--- config.mk ---
export PLATFORM = sky130hd
export DESIGN_NAME = reg_scoreboard
export DESIGN_NICKNAME = d
export VERILOG_FILES = /design/src/rtl/arm_pkg.sv /design/src/rtl/sb_counter.sv /design/src/rtl/reg_scoreboard.sv
export SDC_FILE = /design/constraint.sdc
export NUM_CORES = 1
export LEC_CHECK = 0
export ABC_AREA = 1
export CELL_PAD_IN_SITES_DETAIL_PLACEMENT = 0
export CELL_PAD_IN_SITES_GLOBAL_PLACEMENT = 1
export CORE_MARGIN = 3
export CORE_UTILIZATION = 53
export CTS_CLUSTER_SIZE = 24
export DETAILED_ROUTE_END_ITERATION = 7
export DONT_BUFFER_PORTS = 1
export PLACE_DENSITY = 0.95
export SYNTH_ARGS = -nofsm -noshare
export SYNTH_HDL_FRONTEND = slang
export SYNTH_SLANG_ARGS = --single-unit
--- constraint.sdc ---
create_clock -name clk -period 5.9 [get_ports clk]
set_input_delay 1.18 -clock clk [delete_from_list [all_inputs] [get_ports clk]]
set_output_delay 1.18 -clock clk [all_outputs]
set_load 0.02 [all_outputs]
--- src/rtl/arm_pkg.sv ---
// Shared register-file definitions for the ID-stage hazard logic.
package arm_pkg;

    localparam int REG_NUM = 16;
    localparam int REG_AW  = $clog2(REG_NUM);
    localparam int PC_IDX  = 15;

    typedef logic [REG_AW-1:0] reg_idx_t;

    // True when the register index addresses the program counter.
    function automatic logic is_pc(input reg_idx_t r);
        return r == reg_idx_t'(PC_IDX);
    endfunction

endpackage

--- src/rtl/sb_counter.sv ---
// Pending-write counter for one architectural register.
// Applies +inc -dec_a -dec_b atomically each cycle, saturating at the
// maximum and clamping at zero; ovf/udf flag the offending cycle.
module sb_counter #(
    parameter int CNT_W = 2
) (
    input  logic             clk,
    input  logic             rst,
    input  logic             inc,
    input  logic             dec_a,
    input  logic             dec_b,
    output logic [CNT_W-1:0] cnt,
    output logic             nz,
    output logic             ovf,
    output logic             udf
);

    // Two guard bits hold the transient +1 above max.
    localparam int SUM_W = CNT_W + 2;
    localparam logic [SUM_W-1:0] MAX_VAL = SUM_W'((1 << CNT_W) - 1);

    logic [CNT_W-1:0] cnt_reg;
    logic [CNT_W-1:0] cnt_next;
    logic             nz_reg;
    logic [SUM_W-1:0] up_sum;
    logic [SUM_W-1:0] dec_sum;
    logic [SUM_W-1:0] diff;

    // Net update: compare before subtracting so underflow never wraps.
    always_comb begin
        up_sum   = {2'b00, cnt_reg} + SUM_W'(inc);
        dec_sum  = SUM_W'(dec_a) + SUM_W'(dec_b);
        diff     = '0;
        cnt_next = cnt_reg;
        ovf      = 1'b0;
        udf      = 1'b0;
        if (up_sum < dec_sum) begin
            udf      = 1'b1;
            cnt_next = '0;
        end else begin
            diff = up_sum - dec_sum;
            if (diff > MAX_VAL) begin
                ovf      = 1'b1;
                cnt_next = MAX_VAL[CNT_W-1:0];
            end else begin
                cnt_next = diff[CNT_W-1:0];
            end
        end
    end

    // Counter and its registered non-zero flag.
    always_ff @(posedge clk or negedge rst) begin
        if (!rst) begin
            cnt_reg <= '0;
            nz_reg  <= 1'b0;
        end else begin
            cnt_reg <= cnt_next;
            nz_reg  <= (cnt_next != '0);
        end
    end

    assign cnt = cnt_reg;
    assign nz  = nz_reg;

endmodule

--- src/rtl/reg_scoreboard.sv ---
// Register write scoreboard beside the ID stage: counts in-flight writes per
// register from issue until writeback or flush, and stalls ID when a source
// operand still has an outstanding write.
module reg_scoreboard
    import arm_pkg::*;
#(
    parameter int CNT_W     = 2,
    parameter bit WB_BYPASS = 1'b1,
    parameter bit TRACK_PC  = 1'b0
) (
    input  logic               clk,
    input  logic               rst,
    input  reg_idx_t           src1,
    input  reg_idx_t           src2,
    input  logic               two_src,
    input  logic               issue_valid,
    input  logic               issue_wb_en,
    input  reg_idx_t           issue_dest,
    input  logic               wb_valid,
    input  reg_idx_t           wb_dest,
    input  logic               cancel_valid,
    input  reg_idx_t           cancel_dest,
    output logic               stall,
    output logic [REG_NUM-1:0] busy_vec,
    output logic               err
);

    logic               inc;
    logic               dec_w;
    logic               dec_c;
    logic [REG_NUM-1:0] inc_vec;
    logic [REG_NUM-1:0] dec_w_vec;
    logic [REG_NUM-1:0] dec_c_vec;
    logic [REG_NUM-1:0] nz_vec;
    logic [REG_NUM-1:0] ovf_vec;
    logic [REG_NUM-1:0] udf_vec;
    logic [REG_NUM-1:0] hit_vec;
    logic [CNT_W-1:0]   cnt_arr [REG_NUM];
    logic               err_reg;

    // Event qualification; PC writes belong to the branch unit unless tracked.
    // A stalled issue is not advancing, so it must not count.
    assign inc   = issue_valid & issue_wb_en & ~stall & (TRACK_PC | ~is_pc(issue_dest));
    assign dec_w = wb_valid & (TRACK_PC | ~is_pc(wb_dest));
    assign dec_c = cancel_valid & (TRACK_PC | ~is_pc(cancel_dest));

    genvar gi;
    generate
        for (gi = 0; gi < REG_NUM; gi++) begin : g_reg
            // One-hot decode of the three event ports for this register.
            assign inc_vec[gi]   = inc   & (issue_dest  == reg_idx_t'(gi));
            assign dec_w_vec[gi] = dec_w & (wb_dest     == reg_idx_t'(gi));
            assign dec_c_vec[gi] = dec_c & (cancel_dest == reg_idx_t'(gi));

            sb_counter #(
                .CNT_W (CNT_W)
            ) u_cnt (
                .clk   (clk),
                .rst   (rst),
                .inc   (inc_vec[gi]),
                .dec_a (dec_w_vec[gi]),
                .dec_b (dec_c_vec[gi]),
                .cnt   (cnt_arr[gi]),
                .nz    (nz_vec[gi]),
                .ovf   (ovf_vec[gi]),
                .udf   (udf_vec[gi])
            );

            // Hazard per register: the last pending write retiring this cycle
            // is visible through the RF write-through, so it does not stall.
            // A cancel carries no data and never hides a hazard.
            assign hit_vec[gi] = (TRACK_PC || (gi != PC_IDX))
                               & (cnt_arr[gi] != '0)
                               & ~(WB_BYPASS & dec_w_vec[gi] & (cnt_arr[gi] == CNT_W'(1)));
        end
    endgenerate

    // Stall depends only on source operands and retire state, never on issue.
    assign stall = hit_vec[src1] | (two_src & hit_vec[src2]);

    assign busy_vec = nz_vec;

    // Sticky error: any counter saturating or clamping sets it until reset.
    always_ff @(posedge clk or negedge rst) begin
        if (!rst) begin
            err_reg <= 1'b0;
        end else if ((|ovf_vec) || (|udf_vec)) begin
            err_reg <= 1'b1;
        end
    end

    assign err = err_reg;

endmodule

; ---- After elaboration in Yosys (flattened, before gate mapping)
; Index checks and enable logic that the tools add are counted.
[word_totals]
register_bits = 49
input_bits = 27
out_inout_bits = 18
[op_classes]
add_sub_neg = 48
order_cmp = 34
n_eq_ne = 60
n_mux = 84
bitwise = 104
n_reduce_logical = 37
[op_table]
columns = cell, n
row1 = "equality test 4 bit, second input constant", 24
row2 = AND 1 bit, 84
row3 = "> comparator 4 x 2 -> 1 bit, second input constant", 16
row4 = less-than comparator 4 bit, 16
row5 = two-way mux 2 bit, 32
row6 = subtractor 4 bit, 16
row7 = nonzero test 2 bit, 31
row8 = two-way mux 1 bit, 50
row9 = adder 2 x 1 -> 3 bit, 16
row10 = "equality test 4 x 3 -> 1 bit, second input constant", 12
row11 = adder 1 x 1 -> 2 bit, 16
row12 = OR reduction 16 bit, 2
row13 = "equality test 2 x 1 -> 1 bit, second input constant", 15
row14 = "equality test 4 x 2 -> 1 bit, second input constant", 6
row15 = NOT 1 bit, 19
row16 = "equality test 4 x 1 -> 1 bit, second input constant", 3
row17 = zero test 4 bit, 3
row18 = "less-than comparator 4 x 5 -> 1 bit, second input constant", 2
row19 = binary-select mux 1 bit (select 4 bit), 2
row20 = logical OR 1 bit, 1
row21 = bitwise OR 1 bit, 1

; ---- Logic depth before layout (Yosys ltp)
[depth]
depth_word = 22
mapped_depth = 26
ltp_nobuf = 25

; ---- Hierarchy
; A second synthesis with hierarchy kept.
[hier_totals]
cells_unflattened = 700
hier_area_um2 = 5357.6
[by_module_without_submodules]
columns = mod, n_inst, cells_each, area_per_inst_um2, seq_area_each_um2
row1 = sb_counter, 16, 27, 261.5, 75.1
row2 = reg_scoreboard, 1, 268, 1173.6, 25.0

; ---- Worst setup path after synthesis
; No wires, ideal clock.
[synth_timing]
path_type = input -> register
from = in src2[0]
to = reg err_reg, in the netlist err
setup_ns = 0.140
arrival_time_ns = 3.991
required_ns = 5.760
slack_ns = 1.769
cell_stages = 21
path_buffers = 2
cell_sequence = clkbuf_1 inv_1 nand3_1 a21oi_1 a21oi_1 nand2_1 nand3_2 nand3_4 buf_12 nor2_4 ha_1 ha_1 inv_1 fa_1 ha_1 inv_1 nand4_1 nor4_1 nand4_1 nor3_1 nand4_1
[synth_via]
elab_chain_len = 15
word_cells_on_any_way = 138
classes_between = add/sub (32) / order compare (32) / mux (50) / bitwise (21) / reduce/logical (3)
[synth_rtl]
columns = item, line_no
row1 = from (decl), reg_scoreboard.sv:14  ; input reg_idx_t src2,
row2 = binary-select mux 1 bit (select 4 bit) (*), reg_scoreboard.sv:79  ; assign stall = hit_vec[src1] | (two_src & hit_vec[src2]);
row3 = two-way mux 1 bit (implied by the code) (*), reg_scoreboard.sv:79
row4 = AND 1 bit (*), reg_scoreboard.sv:79
row5 = bitwise OR 1 bit (*), reg_scoreboard.sv:79
row6 = NOT 1 bit (*), reg_scoreboard.sv:43  ; assign inc = issue_valid & issue_wb_en & ~stall & (TRACK_PC | ~is_pc(issue_dest));
row7 = AND 1 bit (*) (2 in series), reg_scoreboard.sv:43
row8 = AND 1 bit, reg_scoreboard.sv:51  ; assign inc_vec[gi] = inc & (issue_dest == reg_idx_t'(gi));
row9 = adder 2 x 1 -> 3 bit, sb_counter.sv:31  ; up_sum = {2'b00, cnt_reg} + SUM_W'(inc);
row10 = subtractor 4 bit, sb_counter.sv:41  ; diff = up_sum - dec_sum;
row11 = > comparator 4 x 2 -> 1 bit, sb_counter.sv:42  ; if (diff > MAX_VAL) begin
row12 = two-way mux 1 bit, sb_counter.sv:42
row13 = two-way mux 1 bit, sb_counter.sv:37  ; if (up_sum < dec_sum) begin
row14 = OR reduction 16 bit, reg_scoreboard.sv:87  ; end else if ((|ovf_vec) || (|udf_vec)) begin
row15 = logical OR 1 bit (*), reg_scoreboard.sv:87
row16 = to (signal assigned), reg_scoreboard.sv:86  ; err_reg <= 1'b0;
row17 = to (signal assigned), reg_scoreboard.sv:88  ; err_reg <= 1'b1;
row18 = to (decl), reg_scoreboard.sv:39  ; logic err_reg;
; Mark *: on every way between the ends. The rest lies on a longest branch, timed or not. The select of a mux whose other input is x is not followed.
; A chain may end at the register's enable or synchronous reset.

; ---- Final worst setup path
[layout_timing]
from = in wb_dest[3]
to = reg err_reg, in the netlist err
[layout_via]
elab_chain_len = 22
word_cells_on_any_way = 235
classes_between = add/sub (48) / order compare (32) / eq/ne (15) / mux (52) / bitwise (84) / reduce/logical (4)
[layout_rtl]
columns = item, line_no
row1 = from (decl), reg_scoreboard.sv:20  ; input reg_idx_t wb_dest,
row2 = equality test 4 bit, "arm_pkg.sv:12, reg_scoreboard.sv:52"
row3 = NOT 1 bit, reg_scoreboard.sv:44  ; assign dec_w = wb_valid & (TRACK_PC | ~is_pc(wb_dest));
row4 = AND 1 bit, reg_scoreboard.sv:44
row5 = AND 1 bit, reg_scoreboard.sv:52  ; assign dec_w_vec[gi] = dec_w & (wb_dest == reg_idx_t'(gi));
row6 = AND 1 bit, reg_scoreboard.sv:74  ; & ~(WB_BYPASS & dec_w_vec[gi] & (cnt_arr[gi] == CNT_W'(1)));
row7 = NOT 1 bit, reg_scoreboard.sv:74
row8 = AND 1 bit, reg_scoreboard.sv:74
row9 = binary-select mux 1 bit (select 4 bit), reg_scoreboard.sv:79
row10 = [6 not listed], --
row11 = AND 1 bit, reg_scoreboard.sv:51
row12 = adder 2 x 1 -> 3 bit, sb_counter.sv:31
row13 = subtractor 4 bit, sb_counter.sv:41
row14 = > comparator 4 x 2 -> 1 bit, sb_counter.sv:42
row15 = two-way mux 1 bit, sb_counter.sv:42
row16 = two-way mux 1 bit, sb_counter.sv:37
row17 = OR reduction 16 bit, reg_scoreboard.sv:87
row18 = logical OR 1 bit (*), reg_scoreboard.sv:87
; Marks and branches as above.

==> metrics.md <==
| Metric | Value |
|---|---|
| Clock-pin slew on the worst setup and hold paths | `100 ps` |
| Vias in the first global route | `4017` |
| Num CTS Buffers | `5` |
| Max clock buf depth | `2` |
| Core ar. | `0.009328 mm²` |
| Setup WS post-layout | `1216 ps` |
| Wire per inst | `15.63 µm` |
| Crit path arrival time | `4860 ps` |
| Critical path required time | `6080 ps` |
| Tcrit/Tclk final | `0.7939` |
| Die W | `104.6 µm` |
| Total I/O pin count | `45` |
| Placer Congestion | `0.8925` |
| Peak supply drop | `0.0001306 V` |
| Slew Limit Fails | `0` |
| RR Startpoint | `g_reg[13].u_cnt.cnt[1]` |
| CTS tree | `yes` |
| Power per cell area | `296.9 mW/mm²` |
| DRC violations left | `0` |
| FMAX | `0.2135 GHz` |
| Die ar. | `0.01094 mm²` |
| Worst setup SP type | `input port` |
| MaxCap Viol Count | `0` |
| Clock skew | `9.071 ps` |
| Final net count | `778` |
| Yosys reg bits | `49` |
| Row cnt | `35` |
| Worst hold path type | `in2async` |
| Launch point of the worst path | `wb_dest[3]` |
| Static Leakage | `2.914 nW` |
| Post-DP HPWL | `10.21 mm` |
| Number of flip-flops in the largest register | `32` |
| Worst Path Max Fanout | `15` |
| Crit Path Category | `in2reg` |
| Seq/Total Area, Yosys | `0.2379` |
| Synth unique cells | `33` |
| Overflow after GRT | `0` |
| Status | `finished clean` |
| Initial antenna violation count | `0` |
| Tmin final | `4684 ps` |
| # diodes | `0` |
| Synth Instances | `648` |
| CTS Hold Buffers Added | `0` |
| Final-report setup violation count | `0` |
| Fin Setup TNS | `0 ps` |
| Async S/R FF share, synth | `1.000` |
| Number of enable flip-flop cells after synthesis | `0` |
| Initial Util | `0.5525` |
| Setup bufs post-CTS | `0` |
| Clk Latency, worst-skew pair | `320 ps` |
| RSZ-0062 raised after global routing | `false` |
| Clk sink count | `49` |
| Yosys warnings | `0` |
| Fraction of layout cells with a size suffix above 1 | `0.09219` |
| DRT Pass-1 Iters | `6` |
| H-tree level count | `2` |
| Syn-to-layout area delta | `2.646%` |
| Post-route ant nets | `0` |
| Fill cells | `864` |
| First-pass GRT wire length | `19.88 mm` |
| Dpl ws | `937.9 ps` |
| Ys flop type | `dfrtp_1` |
| Largest net degree at the start of global routing | `50` |
| Total number of vias | `3975` |
| Port bufs | `0` |
| Post-synthesis cell area | `0.005154 mm²` |
| Tot GR Track Use | `0.2283` |
| Die height | `104.6 µm` |
| Post-CTS resize count | `0` |
| Vias per inst | `5.169` |
| WL final | `12.02 mm` |
| Final hold violation count | `0` |
| Root buffer cell | `clkbuf_8` |
| Syn Area/Cell | `7.953 µm²` |
| CP endpoint kind | `flip-flop` |
| DRT iter0 DRCs | `208` |
-- power by group --
group          leakage (nW)  internal, mW  switching, mW
logic                  2.39         0.291          0.431
clock network        0.0554         0.128          0.124
registers             0.473         0.455          0.143
total                  2.91         0.873          0.698
-- critical path: stages --
cell	delay, ps
nor2_1	180
nand3_1	190
nand2_1	90
nand2_1	80
nand2_1	70
nand2_1	40
nor2_1	140
nand2_1	80
nand3b_1	80
nand2_1	70
clkinv_2	70
nand3_4	300
nor2_1	210
ha_1	220
ha_1	140
inv_1	50
fa_1	430
ha_1	230
inv_1	90
nand4_1	140
nor4_1	380
nand4_1	140
nor3_1	160
nand4_1	100
-- worst paths after layout --
check,to,slack [ps],cells after the start
max,err,1220,24
min in group clk,g_reg[3].u_cnt.cnt[0],900,4
max in group asynchronous,g_reg[4].u_cnt.cnt[0],5250,0
min,g_reg[2].u_cnt.cnt[1],550,0
min reg2reg,g_reg[3].u_cnt.cnt[0],900,4
max reg2reg,err,1870,19
-- cell usage in the layout, fill, tap and decap left out, types with 8 or more instances in the layout --
| cell type | synthesis | final |
|---|---|---|
| inv_1 | 136 | 136 |
| dfrtp_1 | 49 | 49 |
| nand2_1 | 112 | 112 |
| nand3_1 | 40 | 40 |
| nor2_4 | 10 | 10 |
| nor2_2 | 8 | 8 |
| nor2_1 | 50 | 50 |
| fa_1 | 32 | 32 |
| a21oi_1 | 13 | 13 |
| o21ai_0 | 39 | 39 |
| or2_2 | 21 | 21 |
| ha_1 | 80 | 80 |
-- Yosys cell counts, drive strengths merged (2+ instances only) --
master | n | area (µm²)
a21o | 3 | 22.52
a21oi | 13 | 65.06
a31oi | 5 | 31.28
buf | 17 | 140.1
dfrtp | 49 | 1226
fa | 32 | 640.6
ha | 80 | 1001
inv | 141 | 529.3
nand2 | 114 | 432.9
nand3 | 45 | 257.8
nand3b | 2 | 15.01
nand4 | 4 | 25.02
nor2 | 68 | 350.3
nor3 | 2 | 10.01
nor4 | 3 | 18.77
o21ai | 41 | 205.2
or2 | 21 | 131.4
-- per-layer routing --
metal  vias up  global-route usage  share of wire
met2       104              0.3778           0.47
li1       1994                   -              -
met4         0             0.04686          0.012
met3        12             0.03521          0.066
met5         -                   0              0
met1      1865              0.3194           0.46
-- kinds of logic (layout without fill, tap and decap cells) --
logic type                 count (synthesis)  after routing  synth area share
adders and majority gates                112            112            0.3185
other                                      1              3         0.0007276
and+or+nand+nor                          260            260            0.2420
DFF                                       49             49            0.2379
buffers and inverters                    160            150            0.1316
AOI/OAI and AO/OA                         66             66           0.06919
-- through the flow --
step / cell area [µm²] / power (mW) / hold slack [ps] / utilization / cells
3_5_place_dp: 5179 / 1.308 / 885.8 / 0.5552 / 761
2_1_floorplan: 5161 / 1.142 / 681.9 / - / 650
4_1_cts: 5290 / 1.570 / 538.6 / 0.5671 / 769
5_1_grt: 5290 / 1.740 / 526.3 / 0.5671 / 769
3_3_place_gp: 5179 / 1.277 / 870.3 / 0.5552 / 761
6_report: 5290 / 1.571 / 547.4 / 0.5671 / 769
-- area by class of cell --
cell class / count / area, µm² / share of cell area
Multi-Input combinational cell: 441 / 3257 / 0.6157
Sequential cell: 49 / 1226 / 0.2318
Inverter: 142 / 534.3 / 0.1010
Tap cell: 129 / 161.4 / 0.03051
Clock buffer: 6 / 72.57 / 0.01372
Clock inverter: 2 / 38.79 / 0.007332
Power figures use the tool's default switching activity.
